$ cat src/rtl/instr_controller.sv
// Moore controller sequencing the register-file/ALU datapath one instruction at a time.
// Outputs are registered copies of the decode of the next state, so they always match the state register.
module instr_controller (
  input  logic       clk,
  input  logic       reset,
  input  logic       s,
  input  logic [2:0] opcode,
  input  logic [1:0] op,
  output logic       w,
  output logic [2:0] nsel,
  output logic       loada,
  output logic       loadb,
  output logic       loadc,
  output logic       loads,
  output logic       write,
  output logic [1:0] vsel,
  output logic       asel,
  output logic       bsel,
  output logic       illegal
);

  typedef enum logic [3:0] {
    S_WAIT   = 4'd0,
    S_DECODE = 4'd1,
    S_WIMM   = 4'd2,
    S_GETA   = 4'd3,
    S_GETB   = 4'd4,
    S_ALU    = 4'd5,
    S_CMP    = 4'd6,
    S_WREG   = 4'd7,
    S_ILL    = 4'd8
  } state_t;

  localparam logic [2:0] C_ADD  = 3'd0;
  localparam logic [2:0] C_CMP  = 3'd1;
  localparam logic [2:0] C_AND  = 3'd2;
  localparam logic [2:0] C_MVN  = 3'd3;
  localparam logic [2:0] C_MOVR = 3'd4;

  state_t     state_q, state_d;
  logic [2:0] cls_q, cls_d;
  logic       mov_q, mov_d;

  logic       w_q, w_d;
  logic [2:0] nsel_q, nsel_d;
  logic       loada_q, loada_d, loadb_q, loadb_d, loadc_q, loadc_d;
  logic       loads_q, loads_d, write_q, write_d;
  logic [1:0] vsel_q, vsel_d;
  logic       asel_q, asel_d, illegal_q, illegal_d;

  always_comb begin
    state_d = state_q;
    cls_d   = cls_q;
    mov_d   = mov_q;
    case (state_q)
      S_WAIT:   if (s) state_d = S_DECODE;
      // Instruction class is latched here; later states never look at opcode/op again.
      S_DECODE: begin
        mov_d = 1'b0;
        case ({opcode, op})
          5'b110_10: state_d = S_WIMM;
          5'b110_00: begin state_d = S_GETB; cls_d = C_MOVR; mov_d = 1'b1; end
          5'b101_00: begin state_d = S_GETA; cls_d = C_ADD; end
          5'b101_01: begin state_d = S_GETA; cls_d = C_CMP; end
          5'b101_10: begin state_d = S_GETA; cls_d = C_AND; end
          5'b101_11: begin state_d = S_GETB; cls_d = C_MVN; end
          default:   state_d = S_ILL;
        endcase
      end
      S_WIMM:   state_d = S_WAIT;
      S_GETA:   state_d = S_GETB;
      S_GETB:   state_d = (cls_q == C_CMP) ? S_CMP : S_ALU;
      S_ALU:    state_d = S_WREG;
      S_WREG:   state_d = S_WAIT;
      S_CMP:    state_d = S_WAIT;
      S_ILL:    state_d = S_WAIT;
      default:  state_d = S_WAIT;
    endcase
  end

  always_comb begin
    w_d       = 1'b0;
    nsel_d    = 3'b000;
    loada_d   = 1'b0;
    loadb_d   = 1'b0;
    loadc_d   = 1'b0;
    loads_d   = 1'b0;
    write_d   = 1'b0;
    vsel_d    = 2'b00;
    asel_d    = 1'b0;
    illegal_d = 1'b0;
    case (state_d)
      S_WAIT: w_d = 1'b1;
      S_WIMM: begin nsel_d = 3'b001; vsel_d = 2'b10; write_d = 1'b1; end
      S_GETA: begin nsel_d = 3'b001; loada_d = 1'b1; end
      S_GETB: begin nsel_d = 3'b100; loadb_d = 1'b1; end
      // mov_q is already settled here: DECODE precedes ALU by at least one cycle.
      S_ALU:  begin loadc_d = 1'b1; asel_d = mov_q; end
      S_CMP:  loads_d = 1'b1;
      S_WREG: begin nsel_d = 3'b010; write_d = 1'b1; end
      S_ILL:  illegal_d = 1'b1;
      default: ;
    endcase
  end

  always_ff @(posedge clk or posedge reset) begin
    if (reset) begin
      state_q   <= S_WAIT;
      cls_q     <= C_ADD;
      mov_q     <= 1'b0;
      w_q       <= 1'b1;
      nsel_q    <= 3'b000;
      loada_q   <= 1'b0;
      loadb_q   <= 1'b0;
      loadc_q   <= 1'b0;
      loads_q   <= 1'b0;
      write_q   <= 1'b0;
      vsel_q    <= 2'b00;
      asel_q    <= 1'b0;
      illegal_q <= 1'b0;
    end else begin
      state_q   <= state_d;
      cls_q     <= cls_d;
      mov_q     <= mov_d;
      w_q       <= w_d;
      nsel_q    <= nsel_d;
      loada_q   <= loada_d;
      loadb_q   <= loadb_d;
      loadc_q   <= loadc_d;
      loads_q   <= loads_d;
      write_q   <= write_d;
      vsel_q    <= vsel_d;
      asel_q    <= asel_d;
      illegal_q <= illegal_d;
    end
  end

  assign w       = w_q;
  assign nsel    = nsel_q;
  assign loada   = loada_q;
  assign loadb   = loadb_q;
  assign loadc   = loadc_q;
  assign loads   = loads_q;
  assign write   = write_q;
  assign vsel    = vsel_q;
  assign asel    = asel_q;
  assign bsel    = 1'b0;
  assign illegal = illegal_q;

endmodule
$ cat config.mk
export PLATFORM = sky130hd
export DESIGN_NAME = instr_controller
export DESIGN_NICKNAME = d
export VERILOG_FILES = /design/src/rtl/instr_controller.sv
export SDC_FILE = /design/constraint.sdc
export NUM_CORES = 1
export LEC_CHECK = 0
export CELL_PAD_IN_SITES_DETAIL_PLACEMENT = 0
export CELL_PAD_IN_SITES_GLOBAL_PLACEMENT = 1
export CORE_MARGIN = 2
export CORE_UTILIZATION = 40
export DETAILED_ROUTE_END_ITERATION = 7
export PLACE_DENSITY = 0.93
export SLEW_MARGIN = 10
export SYNTH_ARGS = -nofsm -noshare
export SYNTH_HDL_FRONTEND = slang
export SYNTH_SLANG_ARGS = --single-unit
$ cat constraint.sdc
create_clock -name clk -period 3 [get_ports clk]
set_input_delay 0.6 -clock clk [delete_from_list [all_inputs] [get_ports clk]]
set_output_delay 0.6 -clock clk [all_outputs]
set_load 0.05 [all_outputs]
# Yosys cells after proc, flatten, opt, wreduce, memory -nomap -nowiden
# Index checks and enable logic that the tools add are counted.
totals:
  reg_bits: 21
  latchBits: 0
  ram_bits: 0
  rom_bits: 0
  output_inout_bits: 14
  mem_count: 0
op_classes:
  addsub: 0
  n_mul: 0
  div_mod_pow: 0
  n_lt_le_gt_ge: 0
  eq_ne: 18
  shifts: 0
  n_mux: 16
  n_bitwise: 0
  reduce_logical: 8
ops:
  columns: ["operator", "count"]
  rows:
  - ["$eq 5x5->1 const B", 6]
  - ["$eq 4x3->1 const B", 6]
  - ["$pmux 4 s5", 1]
  - ["$pmux 3 s5", 1]
  - ["$eq 4x2->1 const B", 3]
  - ["$pmux 4 s3", 1]
  - ["$mux 1", 9]
  - ["$pmux 3 s3", 1]
  - ["$logic_not 4->1", 2]
  - ["$reduce_or 2->1", 3]
  - ["$reduce_bool 5->1", 1]
  - ["$eq 4x1->1 const B", 1]
  - ["$eq 4x4->1 const B", 1]
  - ["$mux 2", 2]
  - ["$mux 4", 1]
  - ["$eq 3x1->1 const B", 1]
  - ["$reduce_or 3->1", 1]
  - ["$reduce_and 2->1", 1]

# Longest topological paths before layout
logic_depth:
  ltp_word: 7
  depth_mapped: 5

# Worst setup path before layout
# OpenSTA, ideal clock, no wires.
synth_path:
  path_kind: "input to register"
  start: "in op[1]"
  end: "reg cls_q[0]"
  setup_time_ns: 0.121
  arrival_ns: 1.560
  t_required_ns: 2.879
  path_slack_ns: 1.319
  cell_stages: 4
  n_path_buf: 0
  path_cell_list: "or4b_4 > a21boi_4 > o21ai_2 > a22o_1"
synth_via:
  elab_chain_cells: 3
  word_cells_on_any_way: 8
synth_rtl:
  columns: ["element", "line", "source"]
  rows:
  - ["start, declared", "8", "input logic [1:0] op,"]
  - ["$eq 5x5->1", "60", "case ({opcode, op})"]
  - ["$reduce_bool 5->1 (no source line)", null, null]
  - ["$reduce_and 2->1 (no source line)", null, null]
  - ["end signal, assigned", "123", "cls_q <= cls_d;"]
  - ["end, declared", "41", "logic [2:0] cls_q, cls_d;"]
# Several ways; a longest one is shown, not always the timed one.
# A chain may end at the register's enable or synchronous reset.

# Final worst setup path
layout_path:
  start: "reg w_q, in the netlist w"
  end: "out w"
layout_rtl:
  columns: ["element", "line", "source"]
  rows:
  - ["start, declared", "44", "logic w_q, w_d;"]
  - ["start signal, assigned", "125", "w_q <= w_d;"]
  - ["end, declared", "9", "output logic w,"]
# No word-level cell between the ends.

==> results.py <==
metrics = {
    "worst_setup_path": {
        "path_cells": "clkdlybuf4s50_1",
        "cp_slowest_cell": "clkdlybuf4s50_1",
        "cp_top_family": "buffers and inverters",
        "r2r_setup_slack_ns": 1.46,
        "worstPathMaxFanout": 1,
        "path_class": "flip-flop to primary output",
        "r2r_cells": 4,
        "worst-path-buf-inv": 1,
        "arrival_ns": 1.59,
        "r2r_end": "w$_DFF_PP1_",
        "cp-end-kind": "primary output",
        "r2r_start": "state_q[2]$_DFF_PP0_",
        "cp-start-kind": "flip-flop",
        "required_ns": 2.40,
        "max_stage_delay_ns": 0.79,
    },
    "synthesis": {
        "synth_area_um2": 885,
        "synthArstFlopShare": 1.00,
        "yosysWarnings": 0,
        "synth_seq_cells": 20,
        "ys_seq_area_frac": 0.567,
        "syn_inst": 73,
        "synth.avg_cell_area_um2": 12.1,
        "ys.flop_type": "dfrtp_1",
        "ys_types": 36,
        "synth_enable_flop_cells": 0,
    },
    "finish": {
        "n_antenna_cell": 0,
        "fin_util": 0.521,
        "fin_nets": 103,
        "syn_to_final_growth_pct": 26.6,
        "drive_gt1_frac": 0.117,
        "fill_cells": 192,
        "finalNonFillerCells": 122,
    },
    "global_route": {
        "grt_max_degree": 21,
        "grt_pass1_vias": 609,
        "antenna_found_initial": 0,
        "overflow": 0,
        "grt_pass1_wl_um": 2640,
        "grt_util_all_layers": 0.138,
    },
    "run_status": {
        "status": "complete, no violations",
    },
    "worst_hold_path": {
        "holdCritStartpoint": "mov_q$_DFFE_PP0P_",
        "hold_path.class": "flip-flop to flip-flop",
        "min_delay_path_depth": 1,
        "min_to": "asel$_DFF_PP0_",
    },
    "clock_tree": {
        "holdBufCountCts": 0,
        "cts_tree": "done",
        "cts_setup_buffers": 0,
        "clk_pin_slew_ns": 0.10,
        "cts-buffers-inserted": 3,
        "cts_resized": 0,
        "worstSkewPairLatency_ns": 0.28,
        "cts_root_buf": "clkbuf_4",
        "clockBufferDepth": 2,
        "cts-htree-levels": 1,
        "cts_sinks": 20,
    },
    "floorplan": {
        "ios": 22,
        "start_util": 0.412,
        "rows": 17,
        "die_height_um": 51.0,
        "die_w_um": 51.0,
        "coreArea_um2": 2150,
        "die-area_um2": 2600,
    },
    "route": {
        "routed_wl_um": 1510,
        "drc": 0,
        "ant_nets": 0,
        "wl_per_cell_um": 12.4,
        "drt_first_iter_violations": 8,
        "vias_per_cell": 5.11,
        "drt-pass1-iter-count": 4,
        "vias": 624,
    },
    "placed_design": {
        "gp_congestion": 0.769,
        "place_inst": 118,
        "io_buffers": 19,
        "place_hpwl_um": 1200,
        "dp_slack_ns": 0.682,
    },
    "sta": {
        "max_slew_margin": 0.531,
        "finalSetupViolations": 0,
        "rsz0062_at_grt": "false",
        "max_freq_mhz": 456,
        "fin_skew_ns": 0.00342,
        "slew_viol_final": 0,
        "tightestPinTransition_ns": 0.703,
        "final.period_utilization": 0.730,
        "finalSetupTns_ns": 0,
        "fin_ws_ns": 0.809,
        "min_period_ns": 2.19,
        "hold_viol_final": 0,
    },
    "power": {
        "p_total_mw": 0.857,
        "power.leakage_nw": 0.534,
        "ir_worst_vdd_v": 0.000347,
        "p_per_area_nw_per_um2": 765,
    },
    "job": {
        "maxCapViolCount": 0,
    },
}
==> where the power goes <==
part	leakage (nW)	total (mW)	internal [mW]	switching, mW
clock network	0.0150	0.121	0.0516	0.0699
registers	0.267	0.395	0.338	0.0576
logic	0.252	0.340	0.137	0.203
total	0.534	0.857	0.526	0.331
==> state kept, by name, indices dropped and copies added (netlist names) <==
register  count
state_q       4
cls_q         3
nsel          3
asel          1
illegal       1
loada         1
loadb         1
loadc         1
loads         1
mov_q         1
vsel          1
w             1
write         1
==> cell usage in the layout, fill, tap and decap left out, types with 2 or more instances in the layout <==
cell	synthesis	layout
and3_1	2	2
nor3_1	3	3
and2_1	2	2
a22o_1	3	3
inv_1	2	2
clkdlybuf4s50_1	0	19
a21oi_1	2	2
conb_1	1	2
nor3b_1	2	2
clkbuf_4	0	3
nor2_1	5	5
nand2b_1	4	4
dfrtp_1	19	19
nand2_1	3	3
==> synthesized netlist by cell type, types with 2 or more instances <==
master,number,area share
dfrtp_1,19,0.54
nor2_1,5,0.021
nand2b_1,4,0.028
a22o_1,3,0.030
nand2_1,3,0.013
nor3_1,3,0.017
a21oi_1,2,0.011
and2_1,2,0.014
and3_1,2,0.014
buf_4,2,0.017
inv_1,2,0.0085
nor3b_1,2,0.017
==> layer usage <==
metal	vias to the layer above	global-route usage	wire length, um
li1	305	-	-
met1	302	0.169	634
met2	15	0.238	792
met3	2	0.0263	69
met4	0	0.0541	18
met5	-	0	0
==> per-stage QoR <==
step,hold slack [ns],instance area [um2]
3_3_place_gp,0.477,1090
2_1_floorplan,0.454,888
6_report,0.520,1120
5_1_grt,0.550,1120
4_1_cts,0.529,1120
3_5_place_dp,0.480,1090
==> cell families (layout without fill, tap and decap cells) <==
logic type | after synthesis | after routing | share of synthesized area
AND/OR/NAND/NOR | 33 | 33 | 0.264
flip-flops | 20 | 20 | 0.567
AO/OA/AOI/OAI | 14 | 14 | 0.133
buffers and inverters | 5 | 25 | 0.0311
other | 1 | 2 | 0.00424
==> worst max path at each step <==
| stage | startpoint | endpoint | cells after the start |
|---|---|---|---|
| after floorplan | op[1] | cls_q[0]$_DFFE_PP0P_ | 4 |
| after global placement | op[1] | cls_q[0]$_DFFE_PP0P_ | 5 |
| after detailed placement | op[1] | cls_q[0]$_DFFE_PP0P_ | 5 |
| after CTS | w$_DFF_PP1_ | w | 1 |
| after global routing | w$_DFF_PP1_ | w | 1 |
| final | w$_DFF_PP1_ | w | 1 |
==> final cells by class <==
cell class                 instances  area (um2)  share of cell area
clock buffer                       4        26.3              0.0235
inverter                           2        7.51             0.00670
multi-input combinational         49         359               0.321
sequential                        20         502               0.448
tap                               28        35.0              0.0313
timing repair buffer              19         190               0.170
Note: power is estimated with default switching activity, not from simulation.
